### config.mk
export PLATFORM = sky130hd
export DESIGN_NAME = fir_mac_sequencer
export DESIGN_NICKNAME = d
export VERILOG_FILES = /design/src/rtl/fir_mac_sequencer.sv
export SDC_FILE = /design/constraint.sdc
export NUM_CORES = 1
export LEC_CHECK = 0
export ABC_AREA = 1
export CELL_PAD_IN_SITES_DETAIL_PLACEMENT = 0
export CELL_PAD_IN_SITES_GLOBAL_PLACEMENT = 1
export CORE_MARGIN = 2
export CORE_UTILIZATION = 41
export DETAILED_ROUTE_END_ITERATION = 10
export HOLD_SLACK_MARGIN = 0.12
export PLACE_DENSITY_LB_ADDON = 0.1
export RECOVER_POWER = 100
export SLEW_MARGIN = 0
export SYNTH_ARGS = -nofsm -noshare
export SYNTH_HDL_FRONTEND = slang
export SYNTH_SLANG_ARGS = --single-unit
### constraint.sdc
create_clock -name clk -period 4.95 [get_ports clk]
set_clock_uncertainty 0.2 [all_clocks]
set_input_delay 0.495 -clock clk [delete_from_list [all_inputs] [get_ports clk]]
set_output_delay 0.495 -clock clk [all_outputs]
set_load 0.02 [all_outputs]
### src/rtl/fir_mac_sequencer.sv
// Time-multiplexed FIR controller: one shared unsigned MAC walks all taps, one tap per clock,
// with a programmable coefficient bank and a sample delay line behind a valid/ready input.
module fir_mac_sequencer #(
    parameter int TAPS = 4,
    parameter int DW   = 8,
    parameter int CW   = 8,
    parameter int OW   = 16,
    parameter int AW   = $clog2(TAPS)
) (
    input  logic          clk,
    input  logic          reset,
    input  logic          cfg_we,
    input  logic [AW-1:0] cfg_addr,
    input  logic [CW-1:0] cfg_data,
    output logic          cfg_err,
    input  logic          x_valid,
    input  logic [DW-1:0] x_in,
    output logic          x_ready,
    output logic          y_valid,
    output logic [OW-1:0] y_out,
    output logic          busy
);

    // Wide enough that summing TAPS full-scale products never wraps.
    localparam int ACCW = DW + CW + $clog2(TAPS);
    localparam int SW   = (ACCW > OW) ? ACCW : OW;

    typedef enum logic {
        IDLE,
        MAC
    } state_t;

    state_t state, state_next;

    logic [DW-1:0]   tap  [TAPS];
    logic [CW-1:0]   coef [TAPS];
    logic [ACCW-1:0] acc;
    logic [AW-1:0]   k;

    logic            accept;
    logic            last_tap;
    logic [ACCW-1:0] mac_sum;
    logic [SW-1:0]   sum_ext;
    logic [OW-1:0]   y_sat;

    assign accept   = (state == IDLE) && x_valid;
    assign last_tap = (k == AW'(TAPS - 1));
    assign mac_sum  = acc + ACCW'(coef[k]) * ACCW'(tap[k]);
    assign sum_ext  = SW'(mac_sum);
    assign y_sat    = (sum_ext > SW'({OW{1'b1}})) ? {OW{1'b1}} : sum_ext[OW-1:0];

    always_ff @(posedge clk or negedge reset) begin
        if (!reset) begin
            state <= IDLE;
        end else begin
            state <= state_next;
        end
    end

    // NOTE: every output and next-state term gets a default before the case, so no path
    // leaves a variable unassigned and no latch is inferred.
    always_comb begin
        state_next = state;
        x_ready    = 1'b0;
        busy       = 1'b0;
        case (state)
            IDLE: begin
                x_ready = 1'b1;
                if (x_valid) begin
                    state_next = MAC;
                end
            end
            MAC: begin
                busy = 1'b1;
                if (last_tap) begin
                    state_next = IDLE;
                end
            end
            default: state_next = IDLE;
        endcase
    end

    // NOTE: the coefficient bank and delay line are small flop arrays, not RAM, so they take
    // the asynchronous reset like any other state; all state here updates with <= only.
    always_ff @(posedge clk or negedge reset) begin
        if (!reset) begin
            for (int i = 0; i < TAPS; i++) begin
                tap[i]  <= '0;
                coef[i] <= '0;
            end
            acc     <= '0;
            k       <= '0;
            y_out   <= '0;
            y_valid <= 1'b0;
            cfg_err <= 1'b0;
        end else begin
            y_valid <= 1'b0;
            cfg_err <= 1'b0;

            if (accept) begin
                for (int i = TAPS - 1; i > 0; i--) begin
                    tap[i] <= tap[i-1];
                end
                tap[0] <= x_in;
                acc    <= '0;
                k      <= '0;
            end

            if (state == MAC) begin
                acc <= mac_sum;
                k   <= k + 1'b1;
                if (last_tap) begin
                    y_out   <= y_sat;
                    y_valid <= 1'b1;
                end
            end

            // A write landing on the accept edge commits in time for tap 0 of that sequence.
            if (cfg_we) begin
                if (state == IDLE) begin
                    if (int'(cfg_addr) < TAPS) begin
                        coef[cfg_addr] <= cfg_data;
                    end
                end else begin
                    cfg_err <= 1'b1;
                end
            end
        end
    end

endmodule

==> impl_summary.md <==
Outcome
The flow ran to the end, but the final reports show violations. The checks that failed: setup timing.

Place
Once placement completed, the tool counted placed cells totaling 1243. After detailed placement, the total cell area comes to 8470 sq um. The final weighted congestion in routability-driven placement is 0.844. Buffers placed on the I/O ports in this run total 41. Prior to clock tree synthesis, the placed netlist has a worst setup slack of -0.465 ns. The HPWL after detailed placement is 13.9 mm.

Cells and area
In the final layout, the share of cells above drive strength 1 is about 25%. The number of diodes added for antenna fixing is 0. The growth of design area from synthesis to finish is 33.1%.

In the final design database the tool counted 1160 nets. The non-filler instance count after layout is 1277. The finished cells cover roughly 9600 sq um. Counting the fill cells in the layout gives 1595.

Floorplan
In this run the standard cell core region covers 17200 sq um. The starting density of the core is 41.7%. The die boundary height is ~140 microns.

The standard-cell row count is 48. The die width is 136 microns. In this run the count of I/O pins placed on the die edge is 42. The die footprint is 18600 sq um.

Worst setup path
The capturing element of the worst setup path is y_out[4]. The kind of launch point of the worst setup path is a flip-flop. The critical path depth is 27. The critical path in this run is classified as reg -> reg. In this design, the stage delay of the slowest critical-path cell is 0.54 ns. In this run the critical register-to-register path is launched from k[0]. The worst reg-to-reg setup slack is -0.16 ns. The kind of capture point of the worst setup path is a flip-flop. On the critical path the largest part of the delay comes from adder cells. The most critical setup path has its startpoint at k[0]. The buffering stage count on the worst path with inverters included is 10. The endpoint of the most critical register-to-register path is y_out[4]. The endpoint required time on the critical path is 5.01 ns. The highest-delay cell along the critical path is sky130_fd_sc_hd__fa_1. At the worst endpoint, the arrival time is 5.17 ns. By instance count, the cell type seen most on the critical path is sky130_fd_sc_hd__nand2_2. The worst register-to-register path has a depth of 27. Along the worst path, the maximum fanout reaches 6.

CTS
The clock passes through at most 2 buffers. The clock tree from TritonCTS is done. The sink count of the clock tree is between 100 and 150.

The later pin in the worst-skew pair is clocked with a latency of 0.36 ns. The clock tree synthesis step divided the H-tree into 3 levels. The clock input transition at the sequential cells of the worst setup and hold paths is around 0.08 ns.

The number of buffers inserted during clock tree synthesis is 9. Clock tree synthesis selected as its root buffer the cell sky130_fd_sc_hd__clkbuf_16.

STA
The count of final max-slew check failures came to 0. Setup violations remaining at the end of the flow were counted as 20. The maximum achievable frequency is roughly 200 MHz. The share of the clock period used by the worst path is 103%. The worst-case setup margin in the final layout is -0.164 ns. The actual slew at the worst max-slew pin is 0.962 ns.

Across all hold checks on the routed design, the worst slack comes to 0.289 ns. The relative slew slack is 35.6%. Counting I/O delays and the setup requirement, the final critical path takes a little over 5 ns.

The hold violation total from the final report is 0. Setup repair after global routing could not meet its margin everywhere.

Synthesis
Counting every net in the synthesized netlist gives 1028. Counting instances in the post-synthesis netlist gives the leading cell types as sky130_fd_sc_hd__nand2_1, sky130_fd_sc_hd__inv_1, sky130_fd_sc_hd__dfrtp_1. By area the synthesized netlist is led by sky130_fd_sc_hd__dfrtp_1, sky130_fd_sc_hd__fa_1, sky130_fd_sc_hd__nand2_1. The share of the synthesized area in the top cell type is 35.9%.

Counting distinct cell types in the post-synthesis netlist gives 26. The combined area of all synthesized cells is 7190 sq um. Sequential elements use 35.9% of the synthesized area. The average cell area after synthesis is 7.86 sq um. The proportion of synthesized flip-flops having asynchronous set or reset is 100%. Counting flops with a built-in enable in the synthesized netlist gives 0. The most frequently used flop master after synthesis is sky130_fd_sc_hd__dfrtp_1.

Yosys printed 0 warnings. sky130_fd_sc_hd__dfrtp_1 takes more of the synthesized area than any other cell. After synthesis the netlist holds a flip-flop and latch count of approximately 100.

The most common cell in the synthesized netlist is sky130_fd_sc_hd__nand2_1. The cell count after synthesis is 915.

Global routing
The total grt overflow is 0. The initial antenna violation count came to 0. Global routing consumed, over all layers together, 21.5% of the routing resources. The largest net degree at the start of global routing is 65. The number of global-route vias before repair came to 6354. The first-pass GRT wire length is 30.9 mm.

Route
The number of DRC violations after detailed-routing iteration 0 is 328. The detailed-routing iteration count for the pre-antenna-repair pass is 4. In the routed layout, each cell is associated on average with a via count of 4.76. After detailed routing, the number of remaining DRC violations is 0. For this block, the via count after detailed routing is roughly 6000. The count of nets left with antenna violations once routing finished came out at 0. The routed wire length per instance is 14.7 microns. Wires add up to 18.8 mm.

Worst hold path
In this run the worst hold path is classified as reg -> reg.

Job
The max capacitance violation total is 0.
[worst reg2reg max path: stages (launching register included)]
cell                        delay [ns]
sky130_fd_sc_hd__dfrtp_2          0.46
sky130_fd_sc_hd__inv_4            0.10
sky130_fd_sc_hd__buf_12           0.11
sky130_fd_sc_hd__nand2_2          0.04
sky130_fd_sc_hd__a32oi_2          0.24
sky130_fd_sc_hd__buf_4            0.19
sky130_fd_sc_hd__buf_6            0.10
sky130_fd_sc_hd__nand2_2          0.05
sky130_fd_sc_hd__fa_1             0.49
sky130_fd_sc_hd__fa_1             0.54
sky130_fd_sc_hd__inv_2            0.04
sky130_fd_sc_hd__fa_1             0.54
sky130_fd_sc_hd__inv_2            0.04
sky130_fd_sc_hd__fa_1             0.54
sky130_fd_sc_hd__inv_2            0.05
sky130_fd_sc_hd__ha_4             0.29
sky130_fd_sc_hd__nand2_2          0.06
sky130_fd_sc_hd__inv_2            0.05
sky130_fd_sc_hd__nand3_2          0.10
sky130_fd_sc_hd__nand2_4          0.10
sky130_fd_sc_hd__nand2_2          0.07
sky130_fd_sc_hd__nand2_1          0.08
sky130_fd_sc_hd__nand2_2          0.06
sky130_fd_sc_hd__nand2_4          0.11
sky130_fd_sc_hd__clkbuf_16        0.15
sky130_fd_sc_hd__nand3_1          0.08
sky130_fd_sc_hd__nand2_1          0.07
sky130_fd_sc_hd__inv_1            0.04
[logic make-up (layout without fill, tap and decap cells)]
group | after synthesis | count (layout) | share of synthesized area (%)
AO/OA/AOI/OAI | 125 | 125 | 9.75
XOR/XNOR | 5 | 5 | 0.609
adder cells (fa/ha/maj) | 91 | 91 | 21.1
buffers and inverters | 221 | 358 | 12.2
flip-flops | 103 | 103 | 35.9
AND/OR/NAND/NOR | 370 | 370 | 20.5
[routing by layer]
| metal | share of wire, % | track usage, % | routed length [microns] |
|---|---|---|---|
| met5 | 0 | 0 | 0 |
| met3 | 2.2 | 3.09 | 415 |
| met4 | 2.0 | 7.47 | 376 |
| met2 | 50 | 37.4 | 9480 |
| met1 | 45 | 27.4 | 8510 |
[placed cells by master (no fill, tap or decap), types with 3 or more instances in the layout]
cell | Yosys | final
sky130_fd_sc_hd__a22o_1 | 4 | 4
sky130_fd_sc_hd__a21oi_2 | 0 | 6
sky130_fd_sc_hd__o21ai_0 | 61 | 58
sky130_fd_sc_hd__nand2_1 | 220 | 180
sky130_fd_sc_hd__clkdlybuf4s50_1 | 0 | 40
sky130_fd_sc_hd__nand3_1 | 33 | 25
sky130_fd_sc_hd__dfrtp_1 | 103 | 102
sky130_fd_sc_hd__or2_2 | 12 | 12
sky130_fd_sc_hd__nand2_2 | 2 | 37
sky130_fd_sc_hd__buf_4 | 3 | 88
sky130_fd_sc_hd__nand2_4 | 0 | 5
sky130_fd_sc_hd__nor2_1 | 98 | 83
sky130_fd_sc_hd__a21oi_1 | 42 | 34
sky130_fd_sc_hd__ha_1 | 41 | 31
sky130_fd_sc_hd__nor2_2 | 0 | 13
sky130_fd_sc_hd__buf_12 | 0 | 4
sky130_fd_sc_hd__inv_1 | 190 | 171
sky130_fd_sc_hd__buf_6 | 3 | 12
sky130_fd_sc_hd__fa_2 | 0 | 7
sky130_fd_sc_hd__ha_4 | 0 | 9
sky130_fd_sc_hd__fa_1 | 50 | 43
sky130_fd_sc_hd__inv_2 | 2 | 19
sky130_fd_sc_hd__o21ai_1 | 2 | 3
sky130_fd_sc_hd__a32oi_1 | 16 | 4
sky130_fd_sc_hd__clkbuf_16 | 0 | 11
sky130_fd_sc_hd__nand3_2 | 0 | 8
sky130_fd_sc_hd__a32oi_2 | 0 | 12
sky130_fd_sc_hd__xor2_1 | 4 | 3
[worst min-delay path by stage]
stage | start | to | cells after the start
4_1_cts | coef[1] | coef[1] | 2
6_report | coef[15] | coef[15] | 2
2_1_floorplan | reset | acc[0] | 0
3_5_place_dp | coef[1] | coef[1] | 2
5_1_grt | coef[22] | coef[22] | 2
3_3_place_gp | tap[5] | tap[5] | 2
[final cells by class]
type	count	area (sq um)	share of cell area, %
Multi-Input combinational cell	591	4240	44.3
Sequential cell	103	2580	27.0
Timing Repair Buffer	150	1410	14.7
Inverter	192	728	7.61
Tap cell	225	282	2.94
Clock buffer	9	225	2.35
Clock inverter	7	106	1.11
[flip-flops by register name, indices dropped and copies added (netlist names)]
register,flops
y_valid,1
k,2
tap,32
acc,18
y_out,16
cfg_err,1
coef,32
state,1
[what timing repair did]
| item | CTS | global route |
|---|---|---|
| resized for setup | 94 | 63 |
| pin swaps | 38 | 6 |
| endpoints found under the hold margin | 49 | 0 |
| hold buffers | 1 | 0 |
| gates cloned | 2 | 2 |
| setup buffers | 9 | 4 |
| setup endpoints to repair | 28 | 28 |
[through the flow]
stage / util [%] / TNS [ns]
2_1_floorplan: - / 0
3_3_place_gp: 49.1 / -6.56
3_5_place_dp: 49.1 / -9.46
4_1_cts: 53.9 / -1.93
5_1_grt: 55.5 / -7.82
6_report: 55.5 / -2.41
Power is left out: the tool's default activity adds up to more than one toggle a clock period on the data nets, which glitch-free logic cannot reach.
